===== config.mk =====
export PLATFORM = sky130hd
export DESIGN_NAME = sd_bitstream_modulator
export DESIGN_NICKNAME = d
export VERILOG_FILES = /design/src/rtl/sd_bitstream_modulator.sv
export SDC_FILE = /design/constraint.sdc
export NUM_CORES = 1
export LEC_CHECK = 0
export CAP_MARGIN = 10
export CORE_ASPECT_RATIO = 1.75
export CORE_MARGIN = 4
export CORE_UTILIZATION = 50
export CTS_CLUSTER_DIAMETER = 40
export DETAILED_ROUTE_END_ITERATION = 8
export GPL_TIMING_DRIVEN = 1
export PLACE_DENSITY = 0.78
export SLEW_MARGIN = 20
export SYNTH_ARGS = -nofsm -noshare
export SYNTH_HDL_FRONTEND = slang
export SYNTH_SLANG_ARGS = --single-unit
export TNS_END_PERCENT = 30

===== constraint.sdc =====
create_clock -name CLK -period 2.5 [get_ports CLK]
set_input_delay 0.5 -clock CLK [delete_from_list [all_inputs] [get_ports CLK]]
set_output_delay 0.5 -clock CLK [all_outputs]
set_load 0.02 [all_outputs]

===== src/rtl/sd_bitstream_modulator.sv =====
// -----------------------------------------------------------------------------
// sd_bitstream_modulator
//
// Transmit-side first-order sigma-delta modulator. It takes 8-bit unsigned PCM
// samples at the low sample rate and turns them into a 1-bit pulse-density
// bitstream at the CLK rate. One sample is taken from a small input FIFO every
// OSR clocks.
//
// Parameters
//   OSR        - clocks per input sample (power of two, 2..256)
//   FIFO_DEPTH - input FIFO entries (power of two, 2..16)
//
// Ports
//   CLK       in   system clock, rising edge
//   RST       in   asynchronous active-low reset
//   IN_DATA   in   [7:0] unsigned PCM sample
//   IN_VALID  in   IN_DATA valid; a push happens when IN_VALID && IN_READY
//   IN_READY  out  FIFO not full (decoded from the registered FIFO count)
//   OUT       out  registered pulse-density bitstream
//   UNDERRUN  out  one-cycle pulse after a sample fetch that found the FIFO empty
//
// Build option
//   SD_MOD_INTERP_EN - when defined, the modulator input is linearly
//   interpolated between the previous and the current sample across the
//   sample period. When undefined, the current sample is held (zero-order
//   hold). The previous-sample register exists only in interpolating builds
//   because nothing else reads it.
// -----------------------------------------------------------------------------
module sd_bitstream_modulator #(
    parameter int OSR        = 64,
    parameter int FIFO_DEPTH = 4
) (
    input  logic       CLK,
    input  logic       RST,
    input  logic [7:0] IN_DATA,
    input  logic       IN_VALID,
    output logic       IN_READY,
    output logic       OUT,
    output logic       UNDERRUN
);

    localparam int            PW         = $clog2(OSR);
    localparam int            AW         = $clog2(FIFO_DEPTH);
    localparam logic [PW-1:0] PHASE_LAST = PW'(OSR - 1);
    localparam logic [AW:0]   COUNT_FULL = (AW + 1)'(FIFO_DEPTH);

    logic [PW-1:0] phase_r;
    logic [7:0]    acc_r;
    logic [7:0]    cur_r;
    logic          out_r;
    logic          underrun_r;

    logic [7:0]    fifo_mem_r [FIFO_DEPTH];
    logic [AW-1:0] wr_ptr_r;
    logic [AW-1:0] rd_ptr_r;
    logic [AW:0]   count_r;

    logic          fetch_s;
    logic          fifo_empty_s;
    logic          push_s;
    logic          pop_s;
    logic [7:0]    x_s;
    logic [8:0]    sum_s;

    assign fetch_s      = (phase_r == PHASE_LAST);
    assign fifo_empty_s = (count_r == (AW + 1)'(0));
    assign IN_READY     = (count_r != COUNT_FULL);
    assign push_s       = IN_VALID && IN_READY;
    // The fetch looks at the count before this cycle's push, so a sample
    // written on the fetch edge into an empty FIFO waits for the next wrap.
    assign pop_s        = fetch_s && !fifo_empty_s;

`ifdef SD_MOD_INTERP_EN
    logic [7:0]         prev_r;
    logic signed [19:0] diff_s;
    logic signed [19:0] phase_sx_s;
    logic signed [19:0] prod_s;
    logic signed [19:0] step_s;

    assign diff_s     = $signed({12'd0, cur_r}) - $signed({12'd0, prev_r});
    assign phase_sx_s = $signed(20'(phase_r));
    assign prod_s     = diff_s * phase_sx_s;
    // Arithmetic shift gives floor division for negative slopes as well.
    assign step_s     = prod_s >>> PW;

    // Interpolated modulator input; prev + floor(diff*phase/OSR) stays in 0..255.
    always_comb begin
        x_s = 8'($signed({12'd0, prev_r}) + step_s);
    end

    // Previous-sample register, shifted at every fetch edge.
    always_ff @(posedge CLK or negedge RST) begin
        if (!RST) begin
            prev_r <= 8'd0;
        end else if (fetch_s) begin
            prev_r <= cur_r;
        end
    end
`else
    // Zero-order hold: the current sample drives the modulator all period long.
    always_comb begin
        x_s = cur_r;
    end
`endif

    assign sum_s = {1'b0, acc_r} + {1'b0, x_s};

    // Sample-period phase counter; OSR is a power of two so it wraps naturally.
    always_ff @(posedge CLK or negedge RST) begin
        if (!RST) begin
            phase_r <= {PW{1'b0}};
        end else begin
            phase_r <= phase_r + PW'(1);
        end
    end

    // First-order modulator: the carry out of the accumulator is the output bit.
    always_ff @(posedge CLK or negedge RST) begin
        if (!RST) begin
            acc_r <= 8'd0;
            out_r <= 1'b0;
        end else begin
            acc_r <= sum_s[7:0];
            out_r <= sum_s[8];
        end
    end

    // Current sample and underrun flag, both updated at the fetch edge.
    always_ff @(posedge CLK or negedge RST) begin
        if (!RST) begin
            cur_r      <= 8'd0;
            underrun_r <= 1'b0;
        end else begin
            underrun_r <= fetch_s && fifo_empty_s;
            if (pop_s) begin
                cur_r <= fifo_mem_r[rd_ptr_r];
            end
        end
    end

    // FIFO storage and write pointer.
    always_ff @(posedge CLK or negedge RST) begin
        if (!RST) begin
            for (int i = 0; i < FIFO_DEPTH; i++) begin
                fifo_mem_r[i] <= 8'd0;
            end
            wr_ptr_r <= {AW{1'b0}};
        end else if (push_s) begin
            fifo_mem_r[wr_ptr_r] <= IN_DATA;
            wr_ptr_r             <= wr_ptr_r + AW'(1);
        end
    end

    // FIFO read pointer and occupancy count.
    always_ff @(posedge CLK or negedge RST) begin
        if (!RST) begin
            rd_ptr_r <= {AW{1'b0}};
            count_r  <= (AW + 1)'(0);
        end else begin
            if (pop_s) begin
                rd_ptr_r <= rd_ptr_r + AW'(1);
            end
            case ({push_s, pop_s})
                2'b10:   count_r <= count_r + (AW + 1)'(1);
                2'b01:   count_r <= count_r - (AW + 1)'(1);
                default: count_r <= count_r;
            endcase
        end
    end

    assign OUT      = out_r;
    assign UNDERRUN = underrun_r;

endmodule


==> flow_summary.json, run 1 <==
{
  "totalWireLength_mm": 4.63,
  "status": "finished clean",
  "layout-drive-gt1-share_pct": 32.0,
  "finClkSkew_ns": 0.00567,
  "hold_class": "in -> async",
  "required_ns": 2.76,
  "grt_usage_pct": 15.4,
  "initial_utilization_pct": 51.3,
  "postRouteAntennaNets": 0,
  "grt_pass1_wl_mm": 7.87,
  "power_mw": 3.15,
  "pwr-share-seq_pct": 47.4,
  "slew_headroom_pct": 62.5,
  "synth_top_family_by_area": "multiplexers",
  "power_frac_comb_pct": 23.6,
  "fin_hold_ws_ns": 0.134,
  "yosysWarnings": 0,
  "end_kind": "flop",
  "p_int_mw": 2.32,
  "slowest_delay_ns": 0.39,
  "cts.sinks": 63,
  "die_area_sq_mm": 0.00705,
  "syn_avg_cell_area_sq_um": 14.4,
  "pin_count": 14,
  "post_cts_buffers": 0,
  "fin_tns_setup_ns": 0,
  "synth_flop_cell": "dfrtp_1",
  "area_growth_pct": 15.6,
  "nets": 250,
  "clock_latency_ns": 0.34,
  "synth.largest_area_cell": "dfrtp_1",
  "clkTransAtPathRegs_ns": 0.07,
  "diodes": 0,
  "r2r_cells": 9,
  "synth.ff_latch_count": 63,
  "hold_buffers": 0,
  "rsz0062_at_grt": "no",
  "cts-root-buf": "clkbuf_8",
  "synth_xor_xnor_area_share_pct": 4.28,
  "drt_iter0_drc": 59,
  "p_per_area_mw_per_mm2": 952,
  "cts_resized": 0,
  "grt_pass1_vias": 1738,
  "worstPathCellList": "ha_1 -> nand3_1 -> nor3_1 -> ha_1 -> inv_1 -> fa_1 -> xor2_1 -> nor2_1 -> xor2_1",
  "synth-adder-area-share_pct": 7.51,
  "setup_viol": 0,
  "swShare_pct": 26.3,
  "cts_tree": "done",
  "synth_top_cell_area_share_pct": 55.0,
  "grt_overflow": 0,
  "dpl.hpwl_mm": 3.32,
  "synth_edf_count": 0,
  "core_sq_mm": 0.00559,
  "syn_inst": 199,
  "die_h_um": 108,
  "vias": 1600,
  "finalMaxSlewViolations": 0,
  "fmax_mhz": 451,
  "synth_simple_gate_area_share_pct": 5.07,
  "worstMarginPinSlew_ns": 0.563,
  "min_period_ns": 2.22,
  "p_leak_nw": 1.54,
  "cpMaxStageDelayCell": "dfrtp_1",
  "drv_cap": 0,
  "vias_per_cell": 5.26,
  "async_flop_share_pct": 100,
  "syn_nets": 226,
  "cp_max_fo": 4,
  "cp_data_arrival_time_ns": 2.48,
  "grt_max_degree": 41,
  "crit_buf_inv": 1,
  "place.gp.congestion": 0.722,
  "p_sw_mw": 0.831,
  "synth_common_cells": "dfrtp_1, mux2_2, ha_1",
  "synth_compound_area_share_pct": 4.19,
  "finalCritPeriodShare_pct": 88.7,
  "regToRegSetupSlack_ns": 0.28,
  "synth_area_leaders": "dfrtp_1, mux2_2, mux4_2",
  "ys_seq_area_share_pct": 55.0,
  "synth_cell_types": 32,
  "numCtsBuffers": 9,
  "yosys-mux-area-fraction_pct": 22.0,
  "die_w_um": 65.2,
  "synth.most_common_cell": "dfrtp_1",
  "cp_top_family": "adder cells",
  "drt_pass1_iterations": 4,
  "peakVddDrop_uv": 479,
  "cts.htree.levels": 3,
  "route.detailed.drc": 0,
  "worstSetupPathType": "reg -> reg",
  "io_buffers": 13,
  "final_util_pct": 59.3,
  "layoutNonFillerInstCount": 304,
  "clockBufferDepth": 2,
  "wl_per_cell_um": 15.2,
  "dp_cells": 288,
  "pwr-share-clk_pct": 28.9,
  "antenna_found_initial": 0,
  "rows": 36,
  "syn_area_sq_mm": 0.00286,
  "hold_viol_final": 0,
  "worstSetupPathDepth": 9,
  "worstSetupStartpointType": "flop"
}
[worst register-to-register path: cells and delay by family, from the launching register on]
| kind | cells | cell delay, ns |
|---|---|---|
| XOR/XNOR | 2 | 0.31 |
| adder cells (fa/ha/maj) | 3 | 0.82 |
| buffers and inverters | 1 | 0.06 |
| flip-flops | 1 | 0.39 |
| AND/OR/NAND/NOR | 3 | 0.56 |
[path summary, 6_finish.rpt]
check | startpoint | end
worst min-delay path | RST | fifo_mem_r[7]$_DFFE_PN0P_
worst max-delay path | phase_r[0]$_DFF_PN0_ | count_r[2]$_DFFE_PN0P_
max in group asynchronous | RST | fifo_mem_r[21]$_DFFE_PN0P_
worst max register to register | phase_r[0]$_DFF_PN0_ | count_r[2]$_DFFE_PN0P_
min in group CLK | phase_r[0]$_DFF_PN0_ | phase_r[0]$_DFF_PN0_
worst min register to register | phase_r[0]$_DFF_PN0_ | phase_r[0]$_DFF_PN0_
[metrics by stage]
step / area [sq um] / worst slack [ns]
final: 3310 / 0.283
after global routing: 3310 / 0.118
after CTS: 3310 / 0.295
after detailed placement: 3100 / 0.259
after global placement: 3100 / 0.352
after floorplan: 2860 / 0.317
[area by class of cell]
type	instances	area, sq um
tap	76	95.1
sequential	63	1580
inverter	10	37.5
clock buffer	13	169
fill	452	2270
timing repair buffer	16	160
multi-input combinational	123	1230
clock inverter	3	40.0
[registers in the layout, indices dropped and copies added, names as in the netlist]
name,cells
OUT,1
UNDERRUN,1
acc_r,8
count_r,3
cur_r,8
fifo_mem_r,32
phase_r,6
rd_ptr_r,2
wr_ptr_r,2
[metal layers]
metal	part of all wire (%)	track usage [%]	vias up
met2	55	25.5	18
met4	2.3	9.35	0
li1	-	-	760
met5	0	0	-
met3	2.6	5.30	5
met1	40	16.9	817
[cells by family after synthesis]
group | Yosys count
AOI/OAI and AO/OA | 17
xor gates and xnor gates | 14
adders and majority gates | 16
buffers and inverters | 13
DFF | 63
muxes | 48
and+or+nand+nor | 28
[power groups by stage]
stage / registers [mW] / clock network [mW] / logic, mW
2_1_floorplan: 1.46 / 0 / 0.597
6_report: 1.50 / 0.913 / 0.745
4_1_cts: 1.50 / 0.941 / 0.761
3_5_place_dp: 1.51 / 0 / 0.759
5_1_grt: 1.52 / 0.989 / 0.826
3_3_place_gp: 1.49 / 0 / 0.721
[cell usage in the layout (no fill, tap or decap), types with 2 or more instances in the layout]
cell type        count
a311o_1              2
nand2_2              4
xor2_1               6
clkbuf_8            12
inv_1               10
a21o_1               2
mux2_2              40
xnor2_1              8
nor2_1               2
a21oi_1              5
nand3_1              5
o21ai_0              3
clkdlybuf4s50_1     12
nand2_1              7
clkinv_2             2
ha_1                14
fa_1                 2
mux4_2               8
nor3_1               3
buf_4                2
dfrtp_1             63
No activity file was read; power rests on OpenSTA's default activity.
==> run 2, diff against run 1 <==
--- a/config.mk
+++ b/config.mk
@@ -5,6 +5,7 @@
 export SDC_FILE = /design/constraint.sdc
 export NUM_CORES = 1
 export LEC_CHECK = 0
+export ABC_CLOCK_PERIOD_IN_PS = 2500
 export CAP_MARGIN = 10
 export CORE_ASPECT_RATIO = 1.75
 export CORE_MARGIN = 4
==> results of run 2 <==
The final DEF is identical to that of run 1; final timing and power are the same.
==> RTL change 1: new RTL, settings of run 2 <==
Set the parameter `FIFO_DEPTH` to 2 (it was 4).
--- a/src/rtl/sd_bitstream_modulator.sv
+++ b/src/rtl/sd_bitstream_modulator.sv
@@ -28,7 +28,7 @@
 // -----------------------------------------------------------------------------
 module sd_bitstream_modulator #(
     parameter int OSR        = 64,
-    parameter int FIFO_DEPTH = 4
+    parameter int FIFO_DEPTH = 2
 ) (
     input  logic       CLK,
     input  logic       RST,
Behaviour: not the same (Yosys sat finds a counterexample within 4 cycles, from zero or initial values and one cycle with RST low).
==> RTL change 1 against run 2 <==
Sequential power is 34% lower; design area is 28% lower; worst setup slack better by 0.16 ns; die area is 24% lower; sequential cell count is 19 lower; synthesized area is 27% lower; total power is 35% lower; sequential share of layout area is 1.7 points lower; first-iteration DRC count is 93% lower; utilization is 1.0 points higher; non-clock buffer count is 3 lower; hold slack better by 0.21 ns; routed wire length is 29% lower; critical path depth is 7 lower; critical endpoint is now IN_READY; largest cell class unchanged.
==> RTL change 1: results (changes against run 2) <==
.. list-table::
   :header-rows: 1

   * - Metric
     - Value
   * - Clock latency at the later pin of the worst-skew pair
     - 0.30 ns (-0.04 ns)
   * - Number of cells traversed by the worst register-to-register path
     - 6 (-3)
   * - IR Drop Worst-Case VDD
     - 0.000702 V (+47%)
   * - Number of distinct standard cells referenced by the synthesized netlist
     - 31 (-3.1%)
   * - Highest attainable clock frequency
     - 0.485 GHz (+7.6%)
   * - Slowest stage cell on the critical path
     - sky130_fd_sc_hd__clkdlybuf4s50_1
   * - Lkg Pwr
     - 1.15 nW (-25%)
   * - Critical Path Max Stage Delay
     - 0.62 ns (+0.23 ns)
   * - Launching element of the worst setup path
     - count_r[0]
   * - Status
     - finished, final reports clean
   * - Proportion of synthesized area in mux cells
     - 20.5% (-1.5 points)
   * - Detail-routed net length per standard cell
     - 15.5 µm (+1.9%)
   * - Top cell family by delay on the critical path
     - buffers and inverters
   * - Count of H-tree levels built during CTS
     - 2 (-1)
   * - Inserted Clock Buffers
     - 5 (-4)
   * - Largest registers in the final layout
     - fifo_mem_r: 16 flops, acc_r: 8 flops, cur_r: 8 flops
   * - Switching power summed over all nets
     - 0.546 mW (-34%)
   * - # placed instances
     - 204 (-29%)
   * - Sw frac
     - 26.5% (+0.18 points)
   * - Minimum setup slack after placement
     - 0.604 ns (+0.345 ns)
   * - Compound-cell area share of the yosys netlist
     - 4.29% (+0.099 points)
   * - Reported combinational group power
     - 0.501 mW (-33%)
   * - Vias per Instance
     - 5.52 (+4.9%)
   * - Reg2Reg Capture Point
     - count_r[1]
   * - GR Util All Layers
     - 14.1% (-1.3 points)
   * - XOR/XNOR Fraction of Synth Area
     - 5.43% (+1.1 points)
   * - Crit path arrival time
     - 1.56 ns (-0.92 ns)
   * - Tightest Pin Transition
     - 0.950 ns (+0.388 ns)
   * - Worst reg2reg setup slack
     - 0.71 ns (+0.43 ns)
   * - Via count of the first global-routing pass
     - 1,253 (-28%)
   * - Top fanout value on the critical path
     - 5 (+1)
   * - Number of fill cells in the layout
     - 313 (-31%)
==> RTL change 1: cell type report <==
type	instances	area, µm²	share of cell area (%)
timing repair buffer	13	125	5.21
multi-input combinational	95	978	40.8
sequential	44	1100	45.9
inverter	4	15.0	0.625
clock buffer	6	82.6	3.44
clock inverter	2	38.8	1.62
tap	48	60.1	2.50
==> RTL change 1: routing by layer <==
layer	share of wire [%]	vias to the layer above	wire, µm	GRT usage (%)
li1	-	552	-	-
met1	38	591	1240	15.1
met2	57	21	1870	25.2
met3	3.1	7	103	3.58
met4	1.9	0	63	6.96
met5	0	-	0	0
==> RTL change 1: worst min path at each step <==
| stage | start | to | slack [ns] | cells past startpoint |
|---|---|---|---|---|
| after floorplan | RST | OUT | 0.20 | 0 |
| after global placement | acc_r[0] | acc_r[0] | 0.46 | 1 |
| after detailed placement | acc_r[0] | acc_r[0] | 0.47 | 1 |
| after CTS | RST | acc_r[5] | 0.38 | 1 |
| after global routing | RST | acc_r[5] | 0.43 | 1 |
| final | RST | cur_r[1] | 0.34 | 1 |
==> RTL change 2: new RTL, settings of run 2 <==
Made on the original files. The output `UNDERRUN` loses its register stage (`underrun_r` becomes a continuous assignment).
--- a/src/rtl/sd_bitstream_modulator.sv
+++ b/src/rtl/sd_bitstream_modulator.sv
@@ -129,14 +129,14 @@
     always_ff @(posedge CLK or negedge RST) begin
         if (!RST) begin
             cur_r      <= 8'd0;
-            underrun_r <= 1'b0;
         end else begin
-            underrun_r <= fetch_s && fifo_empty_s;
             if (pop_s) begin
                 cur_r <= fifo_mem_r[rd_ptr_r];
             end
         end
     end
+
+    assign underrun_r = fetch_s && fifo_empty_s;
 
     // FIFO storage and write pointer.
     always_ff @(posedge CLK or negedge RST) begin
Behaviour: no difference found for any inputs over 10 cycles, from zero or initial values and one cycle with RST low; that may be too few to reach the edited logic, so the function may still have changed.
==> RTL change 2 against run 2 <==
Sequential share of layout area barely moved; routed wire length down 4.2%; fmax is 3.6% higher; total power is 4.3% lower; design area fell by 1.7%; synthesized area down 0.87%; worst setup slack improved by 0.077 ns; sequential cell count is 1 lower; critical endpoint unchanged.
==> RTL change 2: results (changes against run 2) <==
.. list-table::
   :header-rows: 1

   * - Metric
     - Value
   * - Destination of the critical timing path
     - count_r[2]
   * - Number of distinct standard cells referenced by the synthesized netlist
     - 32 (unchanged)
   * - Crit path arrival time
     - 2.40 ns (-0.08 ns)
   * - Clock skew
     - 0.00756 ns (+0.00190 ns)
   * - Clock latency at the later pin of the worst-skew pair
     - 0.33 ns
   * - Vias per Instance
     - 5.21 (-0.96%)
   * - Synthesized net count
     - 225 (-0.44%)
   * - Wire length of the first global-routing pass
     - 7820 µm (-0.53%)
   * - Count of buffers from port buffering
     - 13 (unchanged)
   * - Worst setup slack after layout
     - 0.361 ns (+0.0772 ns)
   * - Count of H-tree levels built during CTS
     - 3 (unchanged)
   * - Top_reg_cell synth
     - sky130_fd_sc_hd__dfrtp_1
   * - Net count of the finished layout
     - 249 (-0.40%)
   * - Root Buffer Master
     - sky130_fd_sc_hd__clkbuf_8
   * - Antenna violations before repair
     - 0 (unchanged)
   * - Worst reg2reg setup slack
     - 0.36 ns (+0.08 ns)
   * - CTS max path bufs
     - 2 (unchanged)
   * - Share of post-route cells with drive strength above 1
     - 32.0% (about the same)
   * - Detailed-routing iteration count for the pre-antenna-repair pass
     - 3 (-1)
   * - Launching element of the worst setup path
     - phase_r[0]
   * - IR Drop Worst-Case VDD
     - 0.000617 V (+29%)
   * - Minimum setup slack after placement
     - 0.258 ns (-0.000878 ns)
   * - Post-synth top cells
     - 62 x sky130_fd_sc_hd__dfrtp_1, 40 x sky130_fd_sc_hd__mux2_2, 14 x sky130_fd_sc_hd__ha_1, 10 x sky130_fd_sc_hd__inv_1
   * - Final Wtd Congestion
     - 0.773 (+7.0%)
   * - Reg-to-reg critical path startpoint
     - phase_r[0]
   * - Lkg Pwr
     - 1.52 nW (-0.91%)
   * - Placement-stage cell area
     - 3080 µm² (-0.81%)
   * - Leading post-synthesis cells by cell area
     - sky130_fd_sc_hd__dfrtp_1 55%, sky130_fd_sc_hd__mux2_2 16%, sky130_fd_sc_hd__mux4_2 6.3%
   * - Yosys warns
     - 0 (unchanged)
   * - Diodes inserted
     - 0 (unchanged)
   * - Inserted Clock Buffers
     - 9 (unchanged)
   * - Type of the worst min-delay path
     - primary input to async pin
   * - Detail Placement HPWL
     - 3190 µm (-4.0%)
   * - Largest registers in the final layout
     - fifo_mem_r: 32 flops, acc_r: 8 flops, cur_r: 8 flops
   * - Number of cells traversed by the worst register-to-register path
     - 9 (unchanged)
   * - Top fanout value on the critical path
     - 4 (unchanged)
   * - Pin count of the biggest net entering global routing
     - 63 (+54%)
   * - Sequential-to-total area share from yosys stat
     - 54.6% (-0.40 points)
   * - GR Util All Layers
     - 15.2% (-0.26 points)
   * - Async S/R FF share, synth
     - 100% (unchanged)
   * - Worst slew slack as a fraction of its limit
     - 62.8% (+0.28 points)
   * - Via count of the first global-routing pass
     - 1,685 (-3.0%)
   * - Status
     - finished, final reports clean
   * - Detail-routed net length per standard cell
     - 14.7 µm (-3.2%)
   * - Violation count after the first detailed-route iteration
     - 39 (-34%)
   * - Clock-pin slew reported for the worst setup and hold paths after clock tree synthesis
     - 0.07 ns (about the same)
RTL change 2: final cells by class:
class                      instances  area (µm²)
fill                             442        2280
sequential                        62        1550
multi-input combinational        123        1230
timing repair buffer              16         163
clock buffer                       9         124
tap                               76        95.1
clock inverter                     5        52.6
inverter                          10        37.5
RTL change 2: worst min path at each step:
stage,start,endpoint,slack [ns],cells after the start
finish,RST,phase_r[2],0.15,2
global route,RST,phase_r[2],0.18,2
CTS,RST,phase_r[2],0.17,2
detailed placement,phase_r[0],phase_r[0],0.46,1
global placement,phase_r[0],phase_r[0],0.45,1
floorplan,RST,OUT,0.20,0
RTL change 2: worst max-delay path: stages (launching register included):
cell	delay [ns]
sky130_fd_sc_hd__dfrtp_1	0.38
sky130_fd_sc_hd__ha_1	0.19
sky130_fd_sc_hd__nand3_1	0.14
sky130_fd_sc_hd__nor3_1	0.28
sky130_fd_sc_hd__ha_1	0.24
sky130_fd_sc_hd__inv_1	0.06
sky130_fd_sc_hd__fa_1	0.37
sky130_fd_sc_hd__xor2_1	0.15
sky130_fd_sc_hd__nor2_1	0.11
sky130_fd_sc_hd__xor2_1	0.15
RTL change 2: layer usage:
metal  wire [µm]  GRT usage [%]  share of wire [%]
met1        1840           17.3                 41
met2        2360           25.7                 53
met3         129           4.39                2.9
met4         104           7.26                2.3
met5           0              0                  0
RTL change 2: what timing repair did:
action / CTS / global route
hold buffers: 0 / 0
gates resized for setup: 0 / 1
setup buffers: 0 / 0
endpoints found under the setup margin: 0 / 1
RTL change 2: cells by family (layout without fill, tap and decap cells):
logic type / count (synthesis) / count (layout) / share of synthesized area (%)
fa+ha+maj: 16 / 16 / 7.58
buf+inv: 13 / 40 / 1.90
xor+xnor: 14 / 14 / 4.32
compound gates: 17 / 17 / 4.23
simple gates: 28 / 28 / 5.11
flops: 62 / 62 / 54.6
mux: 48 / 48 / 22.2
RTL change 2: per-stage QoR:
stage	power (mW)	hold slack [ns]	instances
final	3.02	0.155	301
after global routing	3.22	0.176	301
after CTS	3.06	0.170	301
after detailed placement	2.26	0.462	287
after global placement	2.21	0.450	287
after floorplan	2.04	0.204	198
RTL change 2: where the power goes:
part	total [mW]	switching (mW)	internal [mW]	leakage, nW
Combinational	0.740	0.287	0.453	0.657
Clock	0.797	0.354	0.443	0.0907
Sequential	1.48	0.167	1.31	0.774
